**config.mk**
```make
export PLATFORM = sky130hd
export DESIGN_NAME = uart_rx_fifo
export DESIGN_NICKNAME = d
export VERILOG_FILES = /design/src/rtl/uart_rx_fifo.sv
export SDC_FILE = /design/constraint.sdc
export NUM_CORES = 1
export LEC_CHECK = 0
export BUFFER_PORTS_ARGS = -buffer_cell sky130_fd_sc_hd__buf_4
export CORE_UTILIZATION = 55
export CTS_BUF_LIST = sky130_fd_sc_hd__clkbuf_8 sky130_fd_sc_hd__clkbuf_16
export CTS_CLUSTER_SIZE = 20
export DETAILED_ROUTE_END_ITERATION = 7
export GPL_TIMING_DRIVEN = 0
export PLACE_DENSITY = 0.76
export SLEW_MARGIN = 5
export SYNTH_ARGS = -nofsm -noshare
export SYNTH_HDL_FRONTEND = slang
export SYNTH_SLANG_ARGS = --single-unit
```
**constraint.sdc**
```tcl
create_clock -name clk -period 2.85 [get_ports clk]
set_clock_uncertainty 0.15 [all_clocks]
set_input_delay 0.285 -clock clk [delete_from_list [all_inputs] [get_ports clk]]
set_output_delay 0.285 -clock clk [all_outputs]
set_load 0.05 [all_outputs]
```
**src/rtl/uart_rx_fifo.sv**
```systemverilog
// Receive-side byte FIFO behind the UART receiver. It acknowledges each byte
// through a two-state handshake FSM and offers a show-ahead pop interface.
module uart_rx_fifo #(
    parameter int DATA_W = 8,
    parameter int DEPTH  = 16,
    parameter int ADDR_W = 4
) (
    input  logic              clk,
    input  logic              rst,
    input  logic              enable_data_interrupt,
    input  logic [DATA_W-1:0] data,
    output logic              disable_data_interrupt,
    input  logic              rd_en,
    output logic [DATA_W-1:0] rd_data,
    output logic              empty,
    output logic              full,
    output logic [ADDR_W:0]   count,
    output logic              overflow,
    input  logic              clr_overflow
);

    typedef enum logic {
        IDLE,
        ACK
    } state_t;

    localparam logic [ADDR_W:0] FULL_COUNT = (ADDR_W+1)'(DEPTH);

    state_t              state;
    state_t              next_state;
    logic                wr_attempt;
    logic                do_write;
    logic                do_pop;
    logic                drop;
    logic [ADDR_W-1:0]   wr_ptr;
    logic [ADDR_W-1:0]   rd_ptr;
    logic [DATA_W-1:0]   mem [DEPTH];

    // One write attempt per handshake: only the IDLE->ACK transition writes.
    always_comb begin
        next_state = state;
        wr_attempt = 1'b0;
        case (state)
            IDLE: begin
                if (enable_data_interrupt) begin
                    wr_attempt = 1'b1;
                    next_state = ACK;
                end
            end
            ACK: begin
                if (!enable_data_interrupt) begin
                    next_state = IDLE;
                end
            end
            default: next_state = IDLE;
        endcase
    end

    always_ff @(posedge clk or negedge rst) begin
        if (!rst) begin
            state <= IDLE;
        end else begin
            state <= next_state;
        end
    end

    assign disable_data_interrupt = (state == ACK);

    assign empty    = (count == '0);
    assign full     = (count == FULL_COUNT);
    assign do_pop   = rd_en && !empty;
    // A pop in the same cycle frees a slot, so a full FIFO still accepts the byte.
    assign do_write = wr_attempt && (!full || rd_en);
    assign drop     = wr_attempt && full && !rd_en;

    always_ff @(posedge clk) begin
        if (do_write) begin
            mem[wr_ptr] <= data;
        end
    end

    always_ff @(posedge clk or negedge rst) begin
        if (!rst) begin
            wr_ptr <= '0;
            rd_ptr <= '0;
            count  <= '0;
        end else begin
            if (do_write) begin
                wr_ptr <= wr_ptr + 1'b1;
            end
            if (do_pop) begin
                rd_ptr <= rd_ptr + 1'b1;
            end
            case ({do_write, do_pop})
                2'b10:   count <= count + 1'b1;
                2'b01:   count <= count - 1'b1;
                default: count <= count;
            endcase
        end
    end

    // Setting has priority over clearing so a drop is never lost.
    always_ff @(posedge clk or negedge rst) begin
        if (!rst) begin
            overflow <= 1'b0;
        end else if (drop) begin
            overflow <= 1'b1;
        end else if (clr_overflow) begin
            overflow <= 1'b0;
        end
    end

    assign rd_data = empty ? '0 : mem[rd_ptr];

endmodule

```
After elaboration in Yosys (flattened, before gate mapping)
Memory sizes are Yosys's and may differ from the RTL's. Index checks and enable logic that the tools add are counted.

$add $sub $neg: 4. Equality and inequality tests: 3. Muxes and demuxes: 8. Reductions and logical operators: 11.

Operator list (number): one-hot mux 5 bit (2 select lines) (1); adder 4 x 1 -> 4 bit, second input constant (2); two-way mux 8 bit (1); two-way mux 1 bit (6); adder 5 x 1 -> 5 bit, second input constant (1); equality test 5 bit, second input constant (1); zero test 5 bit (1); subtractor 5 x 1 -> 5 bit, second input constant (1); logical AND 1 bit (4); nonzero test 2 bit (2); zero test 1 bit (3); equality test 2 x 1 -> 1 bit, second input constant (1); equality test 2 bit, second input constant (1); logical OR 1 bit (1).

Register bits: 15. RAM bits: 128. Output and inout bits: 17. Memories: 1.

Memories: mem (depth 16, width 8, read ports 1, clocked after Yosys merged registers in 0, wr ports 1, line 37) `logic [DATA_W-1:0] mem [DEPTH];`.

Longest topological paths before layout
Word-level depth: 6. Gate-level depth with buffers: 13. Depth with buffers taken out: 11.

Worst setup path before layout
Ideal clock, no wire load.

Path type: reg2reg. Start point: register count[1]. End point: register count[4]. Library setup time: 0.144 ns. Arrival: 2.981 ns. Required time: 2.556 ns. Path slack: -0.425 ns. Stages on the path, launching flop included: 12. Path buffers: 1. Cell sequence: dfrtp_1 > nor4_2 > a31oi_4 > inv_2 > ha_1 > clkbuf_1 > xor2_1 > ha_1 > o211ai_1 > nor4bb_1 > a2111oi_0 > o211ai_1.

Cells in the longest elaborated chain, start to end: 6. Elaborated cells on any way between the ends: 13. Classes of those cells: 2 x add/sub; 3 x eq/ne; 1 x mux; 7 x reduce/logical.

RTL lines: start: declaration (line 17) `output logic [ADDR_W:0] count,`; start signal: assignment (line 95) `2'b10: count <= count + 1'b1;`; start signal: assignment (line 96) `2'b01: count <= count - 1'b1;`; start signal: assignment (line 97) `default: count <= count;`; equality test 5 bit (line 70) `assign full = (count == FULL_COUNT);`; zero test 1 bit (line 73) `assign do_write = wr_attempt && (!full || rd_en);`; logical OR 1 bit (line 73); logical AND 1 bit (line 73); equality test 2 x 1 -> 1 bit / equality test 2 bit (equally long branches) (line 94) `case ({do_write, do_pop})`; one-hot mux 5 bit (2 select lines) / nonzero test 2 bit (equally long branches).

Several ways; a longest one is shown, not always the timed one. A chain may end at the register's enable or synchronous reset.

Worst setup path after layout
Start point: register rd_ptr[1]. End point: output rd_data[7].

Cells in the longest elaborated chain, start to end: 2.

RTL lines: start: declaration (line 36) `logic [ADDR_W-1:0] rd_ptr;`; start signal: assignment (line 92) `rd_ptr <= rd_ptr + 1'b1;`; memory read (16 x 8 bit); two-way mux 8 bit (line 113) `assign rd_data = empty ? '0 : mem[rd_ptr];`; end: declaration (line 14) `output logic [DATA_W-1:0] rd_data,`.

No other way between the ends.

==> flow_summary.yaml <==
outcome:
  status: "complete, but fails checks"
  violations: "setup timing"
placed_design:
  gp_congestion: 0.7034
  dpl-instance-area_um2: 6462
  port_buffers: 29
  place_inst: 483
  dpl.hpwl_mm: 7.237
logic_synthesis:
  synth-seq-area-share: 0.7005
  synthTopCellsByArea: "edfxtp_1 (64%), mux4_2 (8.2%), dfrtp_1 (6.2%), mux4_1 (4.4%), ha_1 (1.9%)"
  synthTopCellsByCount: "edfxtp_1 (128), mux4_2 (22), dfrtp_1 (15)"
  synth.top_cell.area_share: 0.6381
  synth_edf_count: 128
  synthCells: 318
  synth_seq_cells: 143
  yosysTopAreaCell: "edfxtp_1"
  netlist_area_um2: 6023
  async_reset_ff_frac: 0.1049
  syn_nets: 340
  synthDistinctLibCells: 45
  ys_warn_count: 0
  yosysMostFrequentCell: "edfxtp_1"
  synth_flop_cell: "edfxtp_1"
  avgSynthCellArea_um2: 18.94
power_and_ir_drop:
  power_mw: 7.925
  ir_drop_v: 0.0009831
  leakage_nw: 2.649
  power_density_nw_per_um2: 1069
detailed_routing:
  routed.top_layer: "met4"
  drt-initial-drc-count: 345
  vias: 3335
  firstDrtPassIters: 6
  drcViolationCount: 0
  avgViaCountPerCell: 6.108
  met2_length_mm: 6.267
  finalWirelength_mm: 12.73
  ant_nets: 0
  wl_met3_mm: 1.018
  wl_per_cell_um: 23.32
  wl_met1_mm: 5.196
global_routing:
  grt_pass1_vias: 3256
  antenna_found_initial: 0
  grt_pass1_wl_mm: 18.57
  grt-ovfl-total: 0
  gr-usage-all-layers: 0.2361
  grt_max_degree: 17
sta:
  hold_violations: 0
  fin_ws_ps: -13.22
  period_share: 1.005
  drv_slew: 0
  setup_viol_count_final: 2
  fmax_mhz: 349.3
  maxSlewHeadroom: 0.4531
  whs_ps: 277.4
  finalCriticalPeriod_ps: 2863
  rsz0062_at_grt: "true"
  worst_pin_slew_ps: 817.3
run:
  maxCapViolCount: 0
floorplanning:
  die_y_um: 106.7
  pin_count: 30
  core_um2: 10460
  die_x_um: 106.7
  die_area_um2: 11370
  start_util: 0.5757
  row_count: 37
worst_setup_path:
  cp_max_fo: 8
  crit_path_start_kind: "register"
  critPathKind: "reg -> out"
  cp_data_arrival_time_ps: 2430
  slowest_stage: "mux4_1"
  end_kind: "primary output"
  crit_chain: "buf_6 > mux4_1 > mux2_4 > o21ai_2 > a21oi_1 > buf_4"
  critPathMaxStageDelay_ps: 640
  cp_data_required_time_ps: 2410
finish:
  antenna_cells: 0
  finalNonFillerCells: 546
  fillers: 650
  multiInputGateArea_um2: 1728
  final_area_um2: 7415
  layout-drive-gt1-share: 0.3756
  syn_to_final_growth_pct: 23.10
  seq_area_um2: 4225
  nNetsFinal: 419
cts:
  root_buffer: "clkbuf_8"
  cts_inserted_buffers: 17
  clkTransAtPathRegs_ps: 60
  cts_tree: "built"
  clkLatencyLatePin_ps: 520
  clock_sinks: 143
  clockBufferDepth: 2
  htree_levels: 4
worst_hold_path:
  min_path_type: "in -> reg"
worst max-delay path: cells and delay by family, from the launching register on:
| kind | cells | cell delay [ps] |
|---|---|---|
| multiplexers | 2 | 970 |
| buffers and inverters | 2 | 370 |
| flip-flops | 1 | 360 |
| AO/OA/AOI/OAI | 2 | 190 |
layout by cell type (no fill, tap or decap), types with 8 or more instances in the layout:
master and count:
edfxtp_1 128, buf_4 46, mux4_2 26, clkbuf_16 17, dlygate4sd3_1 15, dfrtp_1 10
xnor2_1 9, buf_6 8, o21ai_2 8, nor2_1 8
power by group:
group	internal [mW]	switching [mW]	total [mW]
Sequential	2.49	0.137	2.63
Clock	1.22	0.797	2.02
Combinational	1.47	1.81	3.28
Total	5.18	2.75	7.93
sequential cells by signal, summed over array words and instances (netlist names):
signal / flops
count: 5
wr_ptr: 4
disable_data_interrupt: 1
mem: 128
rd_ptr: 4
overflow: 1
metrics by stage:
step / setup WS (ps) / TNS [ps] / utilization
3_3_place_gp: -177.3 / -177.3 / 0.6177
5_1_grt: -94.43 / -514.1 / 0.7087
3_5_place_dp: -241.7 / -241.7 / 0.6177
4_1_cts: -45.50 / -122.3 / 0.6916
2_1_floorplan: -94.74 / -94.74 / -
6_report: -13.22 / -20.74 / 0.7087
cells by family after synthesis:
logic type | after synthesis | synth area share
flip-flops | 143 | 0.7005
AO/OA/AOI/OAI | 30 | 0.03220
XOR/XNOR | 10 | 0.01454
adder cells (fa/ha/maj) | 9 | 0.01870
AND/OR/NAND/NOR | 49 | 0.04570
buffers and inverters | 27 | 0.03054
multiplexers | 50 | 0.1579
cell type report:
cell class | count | area share
Timing Repair Buffer | 63 | 0.07324
Clock buffer | 17 | 0.05586
Buffer | 16 | 0.02329
Inverter | 8 | 0.004387
Tap cell | 136 | 0.02295
Sequential cell | 143 | 0.5699
Multi-Input combinational cell | 148 | 0.2330
Clock inverter | 15 | 0.01738
metal layers:
layer	vias up	track usage
met5	-	0
met4	0	0.1008
met3	24	0.05350
met2	178	0.3627
met1	1698	0.3295
li1	1435	-
worst paths after layout:
kind	from	end	slack, ps	depth (start not counted)
max	rd_ptr[1]	rd_data[7]	-10	6
max reg2reg	count[2]	count[4]	60	12
min in group asynchronous	rst	wr_ptr[3]	500	3
min	enable_data_interrupt	disable_data_interrupt	280	2
min reg2reg	count[0]	count[0]	410	1
max in group asynchronous	rst	count[3]	800	4
timing repair:
item | CTS | global route
pin swaps | 7 | 10
resized for setup | 17 | 23
endpoints found under the setup margin | 9 | 9
endpoints found under the hold margin | 147 | 0
hold buffers | 15 | 0
gates cloned | 0 | 1
buffers inserted | 6 | 12
Power figures use the tool's default switching activity.
